<file path="src/rtl/jb_ul_dfe_cfg_sched.sv">
// UL DFE shadow/active config scheduler: regmap writes go to shadow regs, and a commit copies
// them to the active regs in one edge on the next sync strobe. Optional: JB_UL_DFE_SCHED_TIMEOUT_EN.
module jb_ul_dfe_cfg_sched #(
  parameter int unsigned SETTLE_CYC  = 16,
  parameter int unsigned TIMEOUT_CYC = 61440
) (
  input  logic                  clk,
  input  logic                  rst,
  input  logic                  i_cfg_wr_en,
  input  logic [7:0]            i_cfg_addr,
  input  logic [31:0]           i_cfg_wdata,
  input  logic                  i_commit_req,
  input  logic                  i_sync_strb,
  output logic                  o_busy,
  output logic                  o_wr_drop,
  output logic                  o_commit_done,
  output logic                  o_commit_err,
  output logic [1:0][31:0]      o_car_nco_lsb,
  output logic [1:0][6:0]       o_car_nco_msb,
  output logic [1:0]            o_car_nco_sign,
  output logic [1:0][7:0]       o_str_gain_sign,
  output logic [1:0][7:0][3:0]  o_str_gain_scaler,
  output logic [1:0][7:0][15:0] o_str_gain_frac,
  output logic [7:0]            o_ant_gain_sign,
  output logic [7:0][3:0]       o_ant_gain_scaler,
  output logic [7:0][15:0]      o_ant_gain_frac,
  output logic [1:0][7:0][6:0]  o_ul_int_delay,
  output logic [1:0][7:0][15:0] o_ul_frac_delay,
  output logic                  o_ul_ant_int_frac_delay_trig
);

  typedef struct packed {
    logic [1:0][31:0]      nco_lsb;
    logic [1:0][6:0]       nco_msb;
    logic [1:0]            nco_sign;
    logic [1:0][7:0]       sg_sign;
    logic [1:0][7:0][3:0]  sg_scaler;
    logic [1:0][7:0][15:0] sg_frac;
    logic [7:0]            ag_sign;
    logic [7:0][3:0]       ag_scaler;
    logic [7:0][15:0]      ag_frac;
    logic [1:0][7:0][6:0]  int_dly;
    logic [1:0][7:0][15:0] frac_dly;
  } cfg_t;

  typedef enum logic [1:0] {S_IDLE, S_ARMED, S_SETTLE} state_t;

  localparam logic [15:0] SETTLE_LD = 16'(SETTLE_CYC);

  state_t      r_state, w_state_nxt;
  logic [15:0] r_cnt, w_cnt_nxt;
  logic        r_trig, w_trig_nxt;
  logic        r_done, w_done_nxt;
  logic        r_err, w_err_nxt;
  logic        r_drop;
  logic        w_load;
  cfg_t        r_shd, r_act;

  logic [3:0]  w_hi;
  logic [3:0]  w_lo;
  logic        w_hit;
  logic        w_wr_ok;

  assign o_busy = (r_state != S_IDLE);
  assign w_hi   = i_cfg_addr[7:4];
  assign w_lo   = i_cfg_addr[3:0];
  assign w_hit  = ((w_hi == 4'h0) && (w_lo[3:2] == 2'b00)) || (w_hi == 4'h1) ||
                  ((w_hi == 4'h2) && !w_lo[3]) || (w_hi == 4'h3);
  assign w_wr_ok = i_cfg_wr_en && w_hit && !o_busy;

  always_ff @(posedge clk or posedge rst) begin
    if (rst) begin
      r_shd  <= '0;
      r_drop <= 1'b0;
    end else begin
      r_drop <= i_cfg_wr_en && !w_wr_ok;
      if (w_wr_ok) begin
        case (w_hi)
          4'h0: begin
            if (w_lo[1]) begin
              r_shd.nco_sign[w_lo[0]] <= i_cfg_wdata[7];
              r_shd.nco_msb[w_lo[0]]  <= i_cfg_wdata[6:0];
            end else begin
              r_shd.nco_lsb[w_lo[0]]  <= i_cfg_wdata;
            end
          end
          4'h1: begin
            r_shd.sg_sign[w_lo[3]][w_lo[2:0]]   <= i_cfg_wdata[20];
            r_shd.sg_scaler[w_lo[3]][w_lo[2:0]] <= i_cfg_wdata[19:16];
            r_shd.sg_frac[w_lo[3]][w_lo[2:0]]   <= i_cfg_wdata[15:0];
          end
          4'h2: begin
            r_shd.ag_sign[w_lo[2:0]]   <= i_cfg_wdata[20];
            r_shd.ag_scaler[w_lo[2:0]] <= i_cfg_wdata[19:16];
            r_shd.ag_frac[w_lo[2:0]]   <= i_cfg_wdata[15:0];
          end
          4'h3: begin
            r_shd.int_dly[w_lo[3]][w_lo[2:0]]  <= i_cfg_wdata[22:16];
            r_shd.frac_dly[w_lo[3]][w_lo[2:0]] <= i_cfg_wdata[15:0];
          end
          default: ;
        endcase
      end
    end
  end

`ifdef JB_UL_DFE_SCHED_TIMEOUT_EN
  localparam logic [15:0] TMO_LAST = 16'(TIMEOUT_CYC - 1);
  logic [15:0] r_wcnt;

  // Held at 0 outside ARMED, so the first ARMED cycle sees 0.
  always_ff @(posedge clk or posedge rst) begin
    if (rst)                    r_wcnt <= '0;
    else if (r_state != S_ARMED) r_wcnt <= '0;
    else                        r_wcnt <= r_wcnt + 16'd1;
  end
`else
  logic w_unused_tmo;
  assign w_unused_tmo = (TIMEOUT_CYC != 0);
`endif

  always_comb begin
    w_state_nxt = r_state;
    w_cnt_nxt   = r_cnt;
    w_load      = 1'b0;
    w_trig_nxt  = 1'b0;
    w_done_nxt  = 1'b0;
    w_err_nxt   = 1'b0;
    case (r_state)
      S_IDLE: begin
        if (i_commit_req) w_state_nxt = S_ARMED;
      end
      S_ARMED: begin
        if (i_sync_strb) begin
          w_load      = 1'b1;
          w_trig_nxt  = 1'b1;
          w_cnt_nxt   = SETTLE_LD;
          w_state_nxt = S_SETTLE;
        end
`ifdef JB_UL_DFE_SCHED_TIMEOUT_EN
        else if (r_wcnt == TMO_LAST) begin
          w_err_nxt   = 1'b1;
          w_state_nxt = S_IDLE;
        end
`endif
      end
      S_SETTLE: begin
        if (r_cnt == 16'd0) begin
          w_done_nxt  = 1'b1;
          w_state_nxt = S_IDLE;
        end else begin
          w_cnt_nxt   = r_cnt - 16'd1;
        end
      end
      default: w_state_nxt = S_IDLE;
    endcase
  end

  always_ff @(posedge clk or posedge rst) begin
    if (rst) begin
      r_state <= S_IDLE;
      r_cnt   <= '0;
      r_trig  <= 1'b0;
      r_done  <= 1'b0;
      r_err   <= 1'b0;
      r_act   <= '0;
    end else begin
      r_state <= w_state_nxt;
      r_cnt   <= w_cnt_nxt;
      r_trig  <= w_trig_nxt;
      r_done  <= w_done_nxt;
      r_err   <= w_err_nxt;
      if (w_load) r_act <= r_shd;
    end
  end

  assign o_wr_drop                    = r_drop;
  assign o_commit_done                = r_done;
  assign o_commit_err                 = r_err;
  assign o_ul_ant_int_frac_delay_trig = r_trig;
  assign o_car_nco_lsb                = r_act.nco_lsb;
  assign o_car_nco_msb                = r_act.nco_msb;
  assign o_car_nco_sign               = r_act.nco_sign;
  assign o_str_gain_sign              = r_act.sg_sign;
  assign o_str_gain_scaler            = r_act.sg_scaler;
  assign o_str_gain_frac              = r_act.sg_frac;
  assign o_ant_gain_sign              = r_act.ag_sign;
  assign o_ant_gain_scaler            = r_act.ag_scaler;
  assign o_ant_gain_frac              = r_act.ag_frac;
  assign o_ul_int_delay               = r_act.int_dly;
  assign o_ul_frac_delay              = r_act.frac_dly;

endmodule

</file>
<file path="config.mk">
export PLATFORM = sky130hd
export DESIGN_NAME = jb_ul_dfe_cfg_sched
export DESIGN_NICKNAME = d
export VERILOG_FILES = /design/src/rtl/jb_ul_dfe_cfg_sched.sv
export SDC_FILE = /design/constraint.sdc
export NUM_CORES = 2
export LEC_CHECK = 0
export CAP_MARGIN = 20
export CORE_ASPECT_RATIO = 0.7
export CORE_MARGIN = 2
export CORE_UTILIZATION = 40
export CTS_CLUSTER_DIAMETER = 50
export DETAILED_ROUTE_END_ITERATION = 8
export PLACE_DENSITY = 0.61
export SLEW_MARGIN = 20
export SYNTH_ARGS = -nofsm -noshare
export SYNTH_HDL_FRONTEND = slang
export SYNTH_SLANG_ARGS = --single-unit
</file>
<file path="constraint.sdc">
create_clock -name clk -period 64.3 [get_ports clk]
set_clock_uncertainty 0.2 [all_clocks]
set_input_delay 9.645 -clock clk [delete_from_list [all_inputs] [get_ports clk]]
set_output_delay 9.645 -clock clk [all_outputs]
set_load 0.03 [all_outputs]
</file>
==> impl_metrics.toml <==
[cells_and_area]
multi_input_area_mm2 = 0.0225
fillers = 15700
seqCellArea_mm2 = 0.0482
instances_no_fill = 9713
syn_to_final_growth_pct = 25.9
final_nets = 7221
drive_gt1_frac = 0.188

[clock_tree]
cts_buffers = 187
htree_levels = 4
cts_setup_buffers = 0
root_buffer = "clkbuf_16"
clock_sinks = 1925
cts_hold_buf = 0
clock_latency_ns = 0.81
cts_tree = "yes"
cts.clk_slew.worst_paths_ns = 0.06
clockBufferDepth = 3
cts_resized = 0

[sta]
period_share = 0.224
final.setup.worst_slack_ns = 49.87
min_period_ns = 14.43
slew_violations = 0
finalSetupViolCount = 0
finalHoldViolCount = 0
slew_headroom = 0.222
worst_pin_slew_ns = 1.17
grt_setup_unrepaired = "false"
whs_ns = 0.234
max_freq_mhz = 69.3
fin_setup_tns_ns = 0

[floorplanning]
die_w_um = 511
num_rows = 130
start_util = 0.402
die_area_mm2 = 0.184
io_pins = 1002
fp.dieH_um = 359
core_mm2 = 0.179

[hold_path]
hold_path.class = "reg -> reg"
min_from = "r_shd[293]"

[placement]
place_inst = 9358
dp_hpwl_mm = 142
portBuffers = 1000
place.gp.congestion = 0.816
dpl_worst_slack_ns = 48.88

[setup_path]
worstPathRequired_ns = 64.85
cp_data_arrival_time_ns = 14.98
cp_slowest_cell = "buf_4"
critical_path_buf_inv_count = 7
cp_top_family = "buffers and inverters"
worstPathMaxFanout = 187
reg2reg_from = "r_state[1]"
cp-end-kind = "flop"
critPathMaxStageDelay_ns = 0.81
worstPathCellList = "clkdlybuf4s50_1 > nand3b_1 > buf_4 > buf_12 > buf_4 > buf_4 > buf_4 > buf_4 > nand2_1 > nand2_1"
path_common_cell = "buf_4"
cp-start-kind = "primary input"
critPathLaunch = "i_sync_strb"
path_class = "in -> reg"

[synthesis]
synth_area_leaders = "dfrtp_1 67%, nand2_1 15%, mux2_2 14%"
yosysWarnings = 0
synth.avg_cell_area_um2 = 11.5
synth_edf_count = 0
synth-seq-cells = 1925
synth_ff_type = "dfrtp_1"
synth_nets = 6337
ys_types = 45
postSynthCellCount = 6291
syn-cell-area_mm2 = 0.0721
yosys.area.top_type = "dfrtp_1"
synthTopCellsByCount = "2897 x nand2_1, 1925 x dfrtp_1, 928 x mux2_2"
yosysMostFrequentCell = "nand2_1"
post-synth-top-area-fraction = 0.668
synth-async-reset-ratio = 1.00
seq_area_frac_synth = 0.668

[power]
vdd_ir_drop_max_mv = 0.0243
p_per_area_mw_per_mm2 = 33.1
power_uw = 3000
p_leak_uw = 0.0475

[route]
drt_iter0_drc = 4394
routed_via_density = 5.09
highest_layer = "met4"
met2_length_mm = 110
wl_mm = 232
dr.pass1.iters = 5
wl_met1_mm = 101
ant_nets = 0
wl_per_cell_um = 23.9
post-route-drc-count = 0
wl_met3_mm = 13.2
vias = 49500

[global_routing]
grt_util_all_layers = 0.250
grt_pass1_vias = 49600
antenna_found_initial = 22
grt_pass1_wl_mm = 342
overflow = 0
grt_max_degree = 188

[status]
outcome = "finished, final reports clean"

[flow_run]
maxCapViolCount = 0
==> final cells by class <==
type / count / area share
repair buffers: 1090 / 0.118
diodes: 13 / 0.000358
clock buffers: 270 / 0.0604
inverters: 6 / 0.000414
multi-input cells: 3965 / 0.247
clock inverters: 68 / 0.00955
well taps: 2376 / 0.0328
flip-flops and latches: 1925 / 0.531
==> per-layer routing <==
| layer | track usage | up-vias |
|---|---|---|
| met5 | 0 | - |
| met4 | 0.0888 | 0 |
| met3 | 0.0449 | 351 |
| met2 | 0.396 | 1542 |
| met1 | 0.346 | 25800 |
| li1 | - | 21800 |
==> report_power, final <==
| group | switching (uW) | leakage [uW] | internal (uW) | total, uW |
|---|---|---|---|---|
| registers | 73.8 | 0.0267 | 1300 | 1370 |
| clock network | 488 | 0.00312 | 649 | 1140 |
| logic | 338 | 0.0176 | 153 | 491 |
| total | 900 | 0.0475 | 2100 | 3000 |
==> path summary, 6_finish.rpt <==
kind                       cells after the start  slack [ns]              endpoint
max in group asynchronous                      7       49.90    o_ant_gain_frac[2]
setup / recovery                              10       49.87  o_str_gain_frac[182]
min in group asynchronous                      2        9.24   o_str_gain_frac[60]
hold reg to reg                                2        0.23    o_ul_int_delay[37]
hold / removal                                 2        0.23    o_ul_int_delay[37]
setup reg to reg                              10       58.44  o_str_gain_frac[182]
==> registers in the layout (all words and copies together) (netlist names), 2 cells and up <==
name,flops
o_str_gain_sign,16
o_str_gain_frac,256
r_shd,952
o_car_nco_sign,2
o_ant_gain_sign,8
o_car_nco_lsb,64
o_str_gain_scaler,64
o_ul_frac_delay,256
o_ant_gain_frac,128
o_ul_int_delay,112
o_ant_gain_scaler,32
r_cnt,16
r_state,2
o_car_nco_msb,14
==> worst register-to-register path: cells and delay by family, from the launching register on <==
kind          cells  cell delay, ns
buf+inv           7            4.75
flops             1            0.41
simple gates      3            0.42
==> cells in the final DEF, fill, tap and decap left out, types with 5 or more instances in the layout <==
cell type and instances:
nor2_4 8, nor2_1 9, mux2_1 24, nand2_1 2891
mux2i_1 7, a21oi_1 6, nand4_1 6, clkbuf_16 191
diode_2 13, nor4_1 5, buf_12 8, dfrtp_1 1925
clkbuf_1 38, clkdlybuf4s50_1 978, mux2_2 928, nor3_1 8
clkinvlp_4 6, nand2_2 6, clkbuf_8 41, buf_4 93
or4_1 6, clkinv_2 29, nor2_2 6, bufinv_16 13
inv_6 9, buf_2 6
==> cell families after synthesis <==
group                    Yosys count  synth area share
adder cells (fa/ha/maj)            1          0.000174
buffers and inverters            401            0.0215
AND/OR/NAND/NOR                 2985             0.158
multiplexers                     959             0.150
other                              1         0.0000520
flip-flops                      1925             0.668
AO/OA/AOI/OAI                     19           0.00165
==> per-stage QoR <==
| stage | instance area [um2] | utilization |
|---|---|---|
| floorplan | 72100 | - |
| global placement | 84300 | 0.470 |
| detailed placement | 84300 | 0.470 |
| CTS | 90600 | 0.506 |
| global route | 90800 | 0.506 |
| finish | 90800 | 0.506 |
Note: power is estimated with default switching activity, not from simulation.
